`src/rtl/alu_logic_pkg.sv`:
```
// alu_logic_pkg: shared op codes, FSM states and default width for the serial logic unit (optional LOGIC_PARITY_EN)
package alu_logic_pkg;

    localparam int DEFAULT_SIZE = 16;

    localparam logic [1:0] OP_OR  = 2'b00;
    localparam logic [1:0] OP_AND = 2'b01;
    localparam logic [1:0] OP_XOR = 2'b10;
    localparam logic [1:0] OP_NOR = 2'b11;

    typedef enum logic [1:0] {
        S_IDLE  = 2'b00,
        S_SHIFT = 2'b01,
        S_HOLD  = 2'b10
    } state_t;

endpackage

```
`src/rtl/serial_logic_unit_if.sv`:
```
// serial_logic_unit_if: bit-serial operand link and parallel result port; out_parity exists only with LOGIC_PARITY_EN
interface serial_logic_unit_if
    import alu_logic_pkg::*;
#(
    parameter int SIZE = DEFAULT_SIZE
);

    logic            in_valid;
    logic            in_ready;
    logic            in_a_bit;
    logic            in_b_bit;
    logic [1:0]      in_op;
    logic            out_valid;
    logic            out_ready;
    logic [SIZE-1:0] out_r;
`ifdef LOGIC_PARITY_EN
    logic            out_parity;
`endif

    // Producer of bit pairs and consumer of results
    modport master (
        output in_valid, in_a_bit, in_b_bit, in_op, out_ready,
        input  in_ready, out_valid, out_r
`ifdef LOGIC_PARITY_EN
        , input out_parity
`endif
    );

    // The logic unit itself
    modport slave (
        input  in_valid, in_a_bit, in_b_bit, in_op, out_ready,
        output in_ready, out_valid, out_r
`ifdef LOGIC_PARITY_EN
        , output out_parity
`endif
    );

endinterface

```
`src/rtl/logic_op_slice.sv`:
```
// logic_op_slice: combinational SIZE-bit OR/AND/XOR/NOR unit (shared by builds with and without LOGIC_PARITY_EN)
module logic_op_slice
    import alu_logic_pkg::*;
#(
    parameter int SIZE = DEFAULT_SIZE
) (
    input  logic [SIZE-1:0] a,
    input  logic [SIZE-1:0] b,
    input  logic [1:0]      op,
    output logic [SIZE-1:0] r
);

    // Select the bitwise function; NOR is the fall-through code
    always_comb
        r = (op == OP_OR)  ? (a | b) :
            (op == OP_AND) ? (a & b) :
            (op == OP_XOR) ? (a ^ b) :
                             ~(a | b);

endmodule

```
`src/rtl/serial_logic_unit.sv`:
```
// serial_logic_unit: LSB-first bit-serial operand receiver feeding a bitwise logic unit; LOGIC_PARITY_EN adds out_parity
module serial_logic_unit
    import alu_logic_pkg::*;
#(
    parameter int SIZE = DEFAULT_SIZE
) (
    input logic               clk,
    input logic               rst_n,
    serial_logic_unit_if.slave bus
);

    localparam int             CW   = $clog2(SIZE + 1);
    localparam logic [CW-1:0]  LAST = CW'(SIZE - 1);

    state_t          state;
    state_t          state_nxt;
    logic [CW-1:0]   cnt;
    logic [SIZE-1:0] sh_a;
    logic [SIZE-1:0] sh_b;
    logic [SIZE-1:0] a_nxt;
    logic [SIZE-1:0] b_nxt;
    logic [SIZE-1:0] r;
    logic [SIZE-1:0] out_r_q;
    logic [1:0]      op_q;
    logic            out_valid_q;
    logic            in_ready;
    logic            accept;
    logic            last;
    logic            release_hold;

    // New bits enter at the MSB so that bit k ends up holding the k-th bit received
    assign a_nxt = {bus.in_a_bit, sh_a[SIZE-1:1]};
    assign b_nxt = {bus.in_b_bit, sh_b[SIZE-1:1]};

    // Operates on the post-shift operands so the result is ready on the final accept edge
    logic_op_slice #(.SIZE(SIZE)) u_slice (
        .a  (a_nxt),
        .b  (b_nxt),
        .op (op_q),
        .r  (r)
    );

    // State register
    always_ff @(posedge clk)
        if (!rst_n)
            state <= S_IDLE;
        else
            state <= state_nxt;

    // Next-state: start on first accept, finish on SIZE-th accept, release on out_ready
    always_comb begin
        state_nxt = state;
        case (state)
            S_IDLE:  state_nxt = accept ? S_SHIFT : S_IDLE;
            S_SHIFT: state_nxt = last ? S_HOLD : S_SHIFT;
            S_HOLD:  state_nxt = bus.out_ready ? S_IDLE : S_HOLD;
            default: state_nxt = S_IDLE;
        endcase
    end

    // Control decodes: in_ready comes straight from state, the rest qualify datapath updates
    always_comb begin
        in_ready     = (state != S_HOLD);
        accept       = bus.in_valid && in_ready;
        last         = accept && (state == S_SHIFT) && (cnt == LAST);
        release_hold = (state == S_HOLD) && bus.out_ready;
    end

    // Datapath: shift registers, bit count, latched op and registered result
    always_ff @(posedge clk)
        if (!rst_n) begin
            sh_a        <= '0;
            sh_b        <= '0;
            cnt         <= '0;
            op_q        <= OP_OR;
            out_r_q     <= '0;
            out_valid_q <= 1'b0;
        end else begin
            if (accept) begin
                sh_a <= a_nxt;
                sh_b <= b_nxt;
                cnt  <= cnt + CW'(1);
            end
            if (accept && state == S_IDLE)
                op_q <= bus.in_op;
            if (last) begin
                out_r_q     <= r;
                out_valid_q <= 1'b1;
            end
            if (release_hold) begin
                out_valid_q <= 1'b0;
                cnt         <= '0;
            end
        end

    assign bus.in_ready  = in_ready;
    assign bus.out_valid = out_valid_q;
    assign bus.out_r     = out_r_q;

`ifdef LOGIC_PARITY_EN
    logic parity_q;

    // Parity is captured on the same edge as the result it describes
    always_ff @(posedge clk)
        if (!rst_n)
            parity_q <= 1'b0;
        else if (last)
            parity_q <= ^r;

    assign bus.out_parity = parity_q;
`endif

endmodule

```
`src/flat_wrapper.sv`:
```
// flat-port wrapper written by rule: the top's interface ports become plain ports
module serial_logic_unit_flat import alu_logic_pkg::*;
#(
    parameter int SIZE = DEFAULT_SIZE
)
  (clk, rst_n, bus_in_valid, bus_in_a_bit, bus_in_b_bit, bus_in_op, bus_out_ready, bus_in_ready, bus_out_valid, bus_out_r);
  serial_logic_unit_if #(.SIZE(SIZE)) bus_i ();
  input logic clk;
  input logic rst_n;
  input wire logic [$bits(bus_i.in_valid)-1:0] bus_in_valid;
  input wire logic [$bits(bus_i.in_a_bit)-1:0] bus_in_a_bit;
  input wire logic [$bits(bus_i.in_b_bit)-1:0] bus_in_b_bit;
  input wire logic [$bits(bus_i.in_op)-1:0] bus_in_op;
  input wire logic [$bits(bus_i.out_ready)-1:0] bus_out_ready;
  output wire logic [$bits(bus_i.in_ready)-1:0] bus_in_ready;
  output wire logic [$bits(bus_i.out_valid)-1:0] bus_out_valid;
  output wire logic [$bits(bus_i.out_r)-1:0] bus_out_r;
  assign bus_i.in_valid = bus_in_valid;
  assign bus_i.in_a_bit = bus_in_a_bit;
  assign bus_i.in_b_bit = bus_in_b_bit;
  assign bus_i.in_op = bus_in_op;
  assign bus_i.out_ready = bus_out_ready;
  assign bus_in_ready = bus_i.in_ready;
  assign bus_out_valid = bus_i.out_valid;
  assign bus_out_r = bus_i.out_r;
  serial_logic_unit #(.SIZE(SIZE)) u_core (.clk(clk), .rst_n(rst_n), .bus(bus_i));
endmodule
```
`config.mk`:
```
export PLATFORM = sky130hd
export DESIGN_NAME = serial_logic_unit_flat
export DESIGN_NICKNAME = d
export VERILOG_FILES = /design/src/rtl/alu_logic_pkg.sv /design/src/rtl/serial_logic_unit_if.sv /design/src/rtl/logic_op_slice.sv /design/src/rtl/serial_logic_unit.sv /design/src/flat_wrapper.sv
export SDC_FILE = /design/constraint.sdc
export NUM_CORES = 1
export LEC_CHECK = 0
export BUFFER_PORTS_ARGS = -buffer_cell sky130_fd_sc_hd__buf_4
export CAP_MARGIN = 0
export CELL_PAD_IN_SITES_DETAIL_PLACEMENT = 2
export CELL_PAD_IN_SITES_GLOBAL_PLACEMENT = 2
export CORE_ASPECT_RATIO = 0.7
export CORE_UTILIZATION = 40
export CTS_BUF_LIST = sky130_fd_sc_hd__clkbuf_4 sky130_fd_sc_hd__clkbuf_8
export DETAILED_ROUTE_END_ITERATION = 10
export PLACE_DENSITY = 0.85
export SYNTH_ARGS = -nofsm -noshare
export SYNTH_HDL_FRONTEND = slang
export SYNTH_HIERARCHICAL = 1
export SYNTH_SLANG_ARGS = --single-unit
```
`constraint.sdc`:
```
create_clock -name clk -period 3.9 [get_ports clk]
set_clock_uncertainty 0.15 [all_clocks]
set_input_delay 0.78 -clock clk [delete_from_list [all_inputs] [get_ports clk]]
set_output_delay 0.78 -clock clk [all_outputs]
set_load 0.02 [all_outputs]
```
==> results of run 1 <==
## registers in the layout (all words and copies together), names as in the netlist
signal                cells
u_core/cnt                5
u_core/op_q               2
u_core/bus.out_valid      1
u_core/state              2
u_core/sh_a              15
u_core/sh_b              15
u_core/bus.out_r         16
## logic make-up (layout without fill, tap and decap cells)
family | count (synthesis) | in the layout | share of synthesized area
buffers and inverters | 68 | 74 | 0.09836
AO/OA/AOI/OAI | 120 | 120 | 0.2075
adder cells (fa/ha/maj) | 34 | 34 | 0.1354
multiplexers | 19 | 19 | 0.06093
flip-flops | 56 | 56 | 0.3568
AND/OR/NAND/NOR | 96 | 96 | 0.1410
## critical path: stages
cell	delay (ps)
buf_4	370
inv_1	580
or4_4	690
a21oi_2	150
## Yosys cell counts
cell	number	area, µm²
nor3b_2	1	12.51
clkinv_1	1	3.750
or3_1	2	12.51
buf_8	1	15.01
nand3_1	33	165.2
nor2b_2	1	8.760
ha_1	34	425.4
buf_12	1	20.02
a21oi_2	1	8.760
nor2_1	20	75.07
nor3_1	1	5.000
o31ai_1	1	7.510
o21ai_2	1	8.760
dfxtp_1	56	1121
and4b_1	1	10.01
a311oi_1	1	8.760
nand2_1	34	127.6
and3_1	1	6.260
mux2i_1	18	180.2
nand4b_1	1	8.760
a21oi_1	66	330.3
buf_1	2	7.510
a211oi_1	15	112.6
buf_6	2	22.52
o21ai_1	10	50.05
clkbuf_1	15	56.30
or4_4	1	11.26
inv_1	36	135.1
inv_2	1	3.750
mux2_1	1	11.26
o21ai_0	25	125.1
buf_2	9	45.04
## path summary, 6_finish.rpt
check | end | cells after the start | slack, ps | start
setup reg to reg | u_core/bus.out_r[14] | 6 | 1470 | u_core/cnt[0]
hold / removal | u_core/bus.out_r[7] | 2 | 320 | u_core/bus.out_r[7]
setup / recovery | u_core/cnt[3] | 4 | 1430 | bus_in_valid
hold reg to reg | u_core/bus.out_r[7] | 2 | 320 | u_core/bus.out_r[7]
## where the power goes
group	switching (mW)	internal (mW)	leakage, nW
registers	0.0188	0.578	0.453
clock network	0.207	0.143	0.0510
logic	0.0495	0.0303	0.794
## layer usage
metal / GRT usage / vias up / share of wire
li1: - / 1353 / -
met1: 0.2887 / 1344 / 0.47
met2: 0.3987 / 24 / 0.50
met3: 0.04363 / 12 / 0.022
met4: 0.05890 / 0 / 0.013
met5: 0 / - / 0
## area by class of cell
class / count / area (µm²) / area share
Inverter: 38 / 142.6 / 0.04193
Multi-Input combinational cell: 269 / 1712 / 0.5031
Clock buffer: 6 / 82.58 / 0.02427
Clock inverter: 2 / 10.01 / 0.002942
Sequential cell: 56 / 1122 / 0.3299
Timing Repair Buffer: 28 / 210.2 / 0.06179
Tap cell: 98 / 122.6 / 0.03604
## metrics by stage
| stage | utilization | worst slack (ps) | hold WS [ps] |
|---|---|---|---|
| finish | 0.4567 | 1433 | 315.6 |
| detailed placement | 0.4442 | 1137 | 301.9 |
| global placement | 0.4442 | 1178 | 292.4 |
| CTS | 0.4567 | 1434 | 319.2 |
| floorplan | - | 2008 | 311.3 |
| global route | 0.4567 | 1243 | 341.9 |
==> results.toml, run 1 <==
[min_path]
min_path_type = "flop to flop"

[global_routing]
grt_max_degree = 51
grt_overflow = 0
antenna_found_initial = 0
grt_pass1_vias = 2880
track_usage = 0.2293
grt_pass1_wl_um = 14660

[clocking]
cts_tree = "built"
cts_max_level = 2
cts_made_buffers = 5
clk_pin_slew_worst_paths_ps = 110
cts-root-buf = "clkbuf_8"
post_cts_resized = 0
clock_latency_ps = 320
post_cts_buffers = 0
hold_buffers = 0
cts_buffer_depth = 2
cts_sinks = 56

[sta]
setup_viol = 0
hold_viol = 0
slew_headroom = 0.2712
period_minus_slack_ps = 2467
drv_slew = 0
fin_setup_tns_ps = 0
rsz0062_at_grt = "no"
fmax_ghz = 0.4054
min_period_over_period = 0.6325
tightest_slew_ps = 1093

[final_layout]
mostFrequentLayoutCell = "a21oi_1"
stdcell_count = 497
final_cell_mix = "66 x a21oi_1, 55 x dfxtp_1, 36 x inv_1"
final_cell_area_um2 = 3402
area_growth_pct = 8.283
nFillCells = 876
diodes = 0
drive_gt1_frac = 0.1078
layout.nets = 440

[die]
core_um2 = 7450
die_w_um = 107.9
dieArea_um2 = 8218
std_cell_rows = 26
die_h_um = 76.15
ioPinCount = 26
initial_utilization = 0.4217

[detailed_routing]
postRouteAntennaNets = 0
wire_per_inst_um = 17.89
routed_via_density = 5.499
via_count = 2733
drc = 0
wl_um = 8891
drtPass1Iterations = 4
dr.first_iter.drc_count = 82

[critical_path]
crit_type = "input port to flop"
worstPathRequired_ps = 4010
end_kind = "flop"
start_kind = "input port"
critPathMaxFanout = 40
arrival_ps = 2580

[yosys]
ys_ff_latch = 56
syn-num-nets = 435
synthDistinctLibCells = 32
syn_inst = 393
yosysSeqAreaShare = 0.3568
avgSynthCellArea_um2 = 7.994
ys_warn_count = 6
netlist_area_um2 = 3142

[power_and_ir_drop]
p_total_mw = 1.027
p_leak_nw = 1.298
irDropWorstVdd_mv = 0.1082
powerDensity_nw_per_um2 = 301.8

[place]
gp_congestion = 0.6854
port-buffer-count = 25
place_area_um2 = 3309
dpl.cell_count = 489
dp_hpwl_um = 5681

[outcome]
status = "complete, no violations"

[flow_run]
maxCapViolCount = 0
(Power assumes the default switching activity.)
==> run 2, diff against run 1 <==
Settings changed: ABC_AREA set to 1, CORE_UTILIZATION 40 to 32, PLACE_DENSITY 0.85 to 0.75.
Clock period 3.9 ns to 2.05 ns, I/O delays scaled along.
==> results.toml, run 2 <==
[sta]
tightest_slew_ps = 504.6
hold_viol = 0
fin_setup_tns_ps = 0
slew_headroom = 0.6629
fmax_ghz = 0.5327
drv_slew = 0
setup_viol = 0
period_minus_slack_ps = 1877
rsz0062_at_grt = "no"
min_period_over_period = 0.9157

[power_and_ir_drop]
powerDensity_nw_per_um2 = 645.1
p_sw_frac = 0.3161
p_int_mw = 1.597
p_sw_mw = 0.7379
power_frac_comb = 0.188
seq_power_share = 0.513
irDropWorstVdd_mv = 0.2433
power_frac_clock = 0.299
p_leak_nw = 1.666

[critical_path]
worstPathRequired_ps = 2160
crit_type = "flop to flop"
cpMostUsedCell = "nor2_1"
slowest_delay_ps = 610
end_kind = "flop"
start_kind = "flop"
cp_slowest_cell = "dfxtp_1"
critPathMaxFanout = 28
path_cells = "buf_4 > nor2_1 > nor2_1 > nand2_1 > nand2_1 > o21ai_0 > nor2_1"
arrival_ps = 1990

[yosys]
synthDistinctLibCells = 30
synth_common_cells = "122 x nor2_1, 58 x nand2_1, 56 x dfxtp_1"
yosysTopAreaCellShare = 0.3433
synth_edf_count = 0
synthTopCellsByArea = "dfxtp_1 34%, nor2_1 14%, ha_1 13%"
avgSynthCellArea_um2 = 7.099
ys_warn_count = 6
yosys.cell_count.top_type = "nor2_1"
yosysSeqAreaShare = 0.3433
yosysTopAreaCell = "dfxtp_1"
synth_top_flop_cell = "dfxtp_1"
synthArstFlopShare = 0
ys_ff_latch = 56
netlist_area_um2 = 3266
syn-num-nets = 502
syn_inst = 460

[global_routing]
grt_pass1_vias = 3179
grt_max_degree = 42
grt_overflow = 0
track_usage = 0.2013
antenna_found_initial = 0
grt_pass1_wl_um = 16240

[clocking]
hold_buffers = 0
cts_sinks = 56
cts_made_buffers = 5
clock_latency_ps = 320
cts_tree = "built"
cts-root-buf = "clkbuf_8"
clk_pin_slew_worst_paths_ps = 100
cts_max_level = 2
cts_buffer_depth = 2

[place]
dp_hpwl_um = 7066
port-buffer-count = 25
gp_congestion = 0.8032
dpl.cell_count = 596

[detailed_routing]
postRouteAntennaNets = 0
wl_um = 9960
drtPass1Iterations = 4
via_count = 2926
routed_via_density = 4.828
wire_per_inst_um = 16.44
drc = 0
dr.first_iter.drc_count = 155

[final_layout]
largest_reg_flops = 16
diodes = 0
layout.nets = 519
mostFrequentLayoutCell = "nor2_1"
stdcell_count = 606
area_growth_pct = 10.80
drive_gt1_frac = 0.1192
final_cell_mix = "122 x nor2_1, 58 x nand2_1, 55 x dfxtp_1"

[die]
die_h_um = 86.52
initial_utilization = 0.3333
dieArea_um2 = 10620
ioPinCount = 26
core_um2 = 9797
die_w_um = 122.7
std_cell_rows = 30

[min_path]
min_path_type = "input port to flop"

[outcome]
status = "complete, no violations"

[flow_run]
maxCapViolCount = 0
## run 2: cell families (layout without fill, tap and decap cells)
kind of cell	count (synthesis)	count (layout)	synth area share
AOI/OAI and AO/OA	61	61	0.09847
xor gates and xnor gates	1	1	0.002682
adders and majority gates	34	34	0.1303
buffers and inverters	69	87	0.1069
DFF	56	56	0.3433
and+or+nand+nor	239	239	0.3184
## run 2: layout make-up
type                            count  area, µm²
Clock buffer                        8      97.59
Fill cell                        1189       6178
Inverter                           46      182.7
Multi-Input combinational cell    335       1795
Sequential cell                    56       1122
Tap cell                          128      160.2
Timing Repair Buffer               33      260.3
## run 2: per-layer routing
metal | global-route usage | vias up | part of all wire
met5 | 0 | - | 0
met3 | 0.03355 | 7 | 0.030
met1 | 0.2781 | 1407 | 0.53
met2 | 0.3279 | 37 | 0.44
li1 | - | 1475 | -
met4 | 0.04324 | 0 | 0.0073
## run 2: repair_timing
action / in CTS / in global routing
setup buffers: 0 / 2
pin swaps: 0 / 1
gates resized for setup: 1 / 2
endpoints found under the setup margin: 2 / 17
## run 2: stage by stage
| step | area [µm²] | setup WS, ps | hold WS [ps] | power (mW) | util |
|---|---|---|---|---|---|
| 3_5_place_dp | 3487 | 11.77 | 323.1 | 1.662 | 0.3559 |
| 6_report | 3618 | 172.8 | 199.3 | 2.334 | 0.3693 |
| 3_3_place_gp | 3487 | 43.83 | 301.0 | 1.639 | 0.3559 |
| 2_1_floorplan | 3266 | 449.0 | 293.6 | 1.523 | - |
| 4_1_cts | 3587 | 10.99 | 189.5 | 2.361 | 0.3662 |
| 5_1_grt | 3618 | 24.41 | 201.2 | 2.485 | 0.3693 |
## run 2: worst max-delay path, delay by kind of cell, from the launching register on
kind | cells | cell delay, ps
AOI/OAI and AO/OA | 1 | 110
buffers and inverters | 1 | 390
DFF | 1 | 610
and+or+nand+nor | 5 | 550
## run 2: power by group through the flow
stage / Clock [mW] / Combinational, mW / Sequential, mW
after floorplan: 0 / 0.331 / 1.19
after CTS: 0.719 / 0.445 / 1.20
after global routing: 0.772 / 0.508 / 1.21
final: 0.698 / 0.440 / 1.20
after global placement: 0 / 0.422 / 1.22
after detailed placement: 0 / 0.440 / 1.22
## run 2: final timing paths
kind                                startpoint             endpoint  slack (ps)  depth (start not counted)
worst max register to register  u_core/op_q[1]  u_core/bus.out_r[2]         170                          7
worst max-delay path            u_core/op_q[1]  u_core/bus.out_r[2]         170                          7
worst min register to register   u_core/cnt[4]        u_core/cnt[4]         330                          2
worst min-delay path              bus_in_b_bit      u_core/sh_b[15]         200                          3
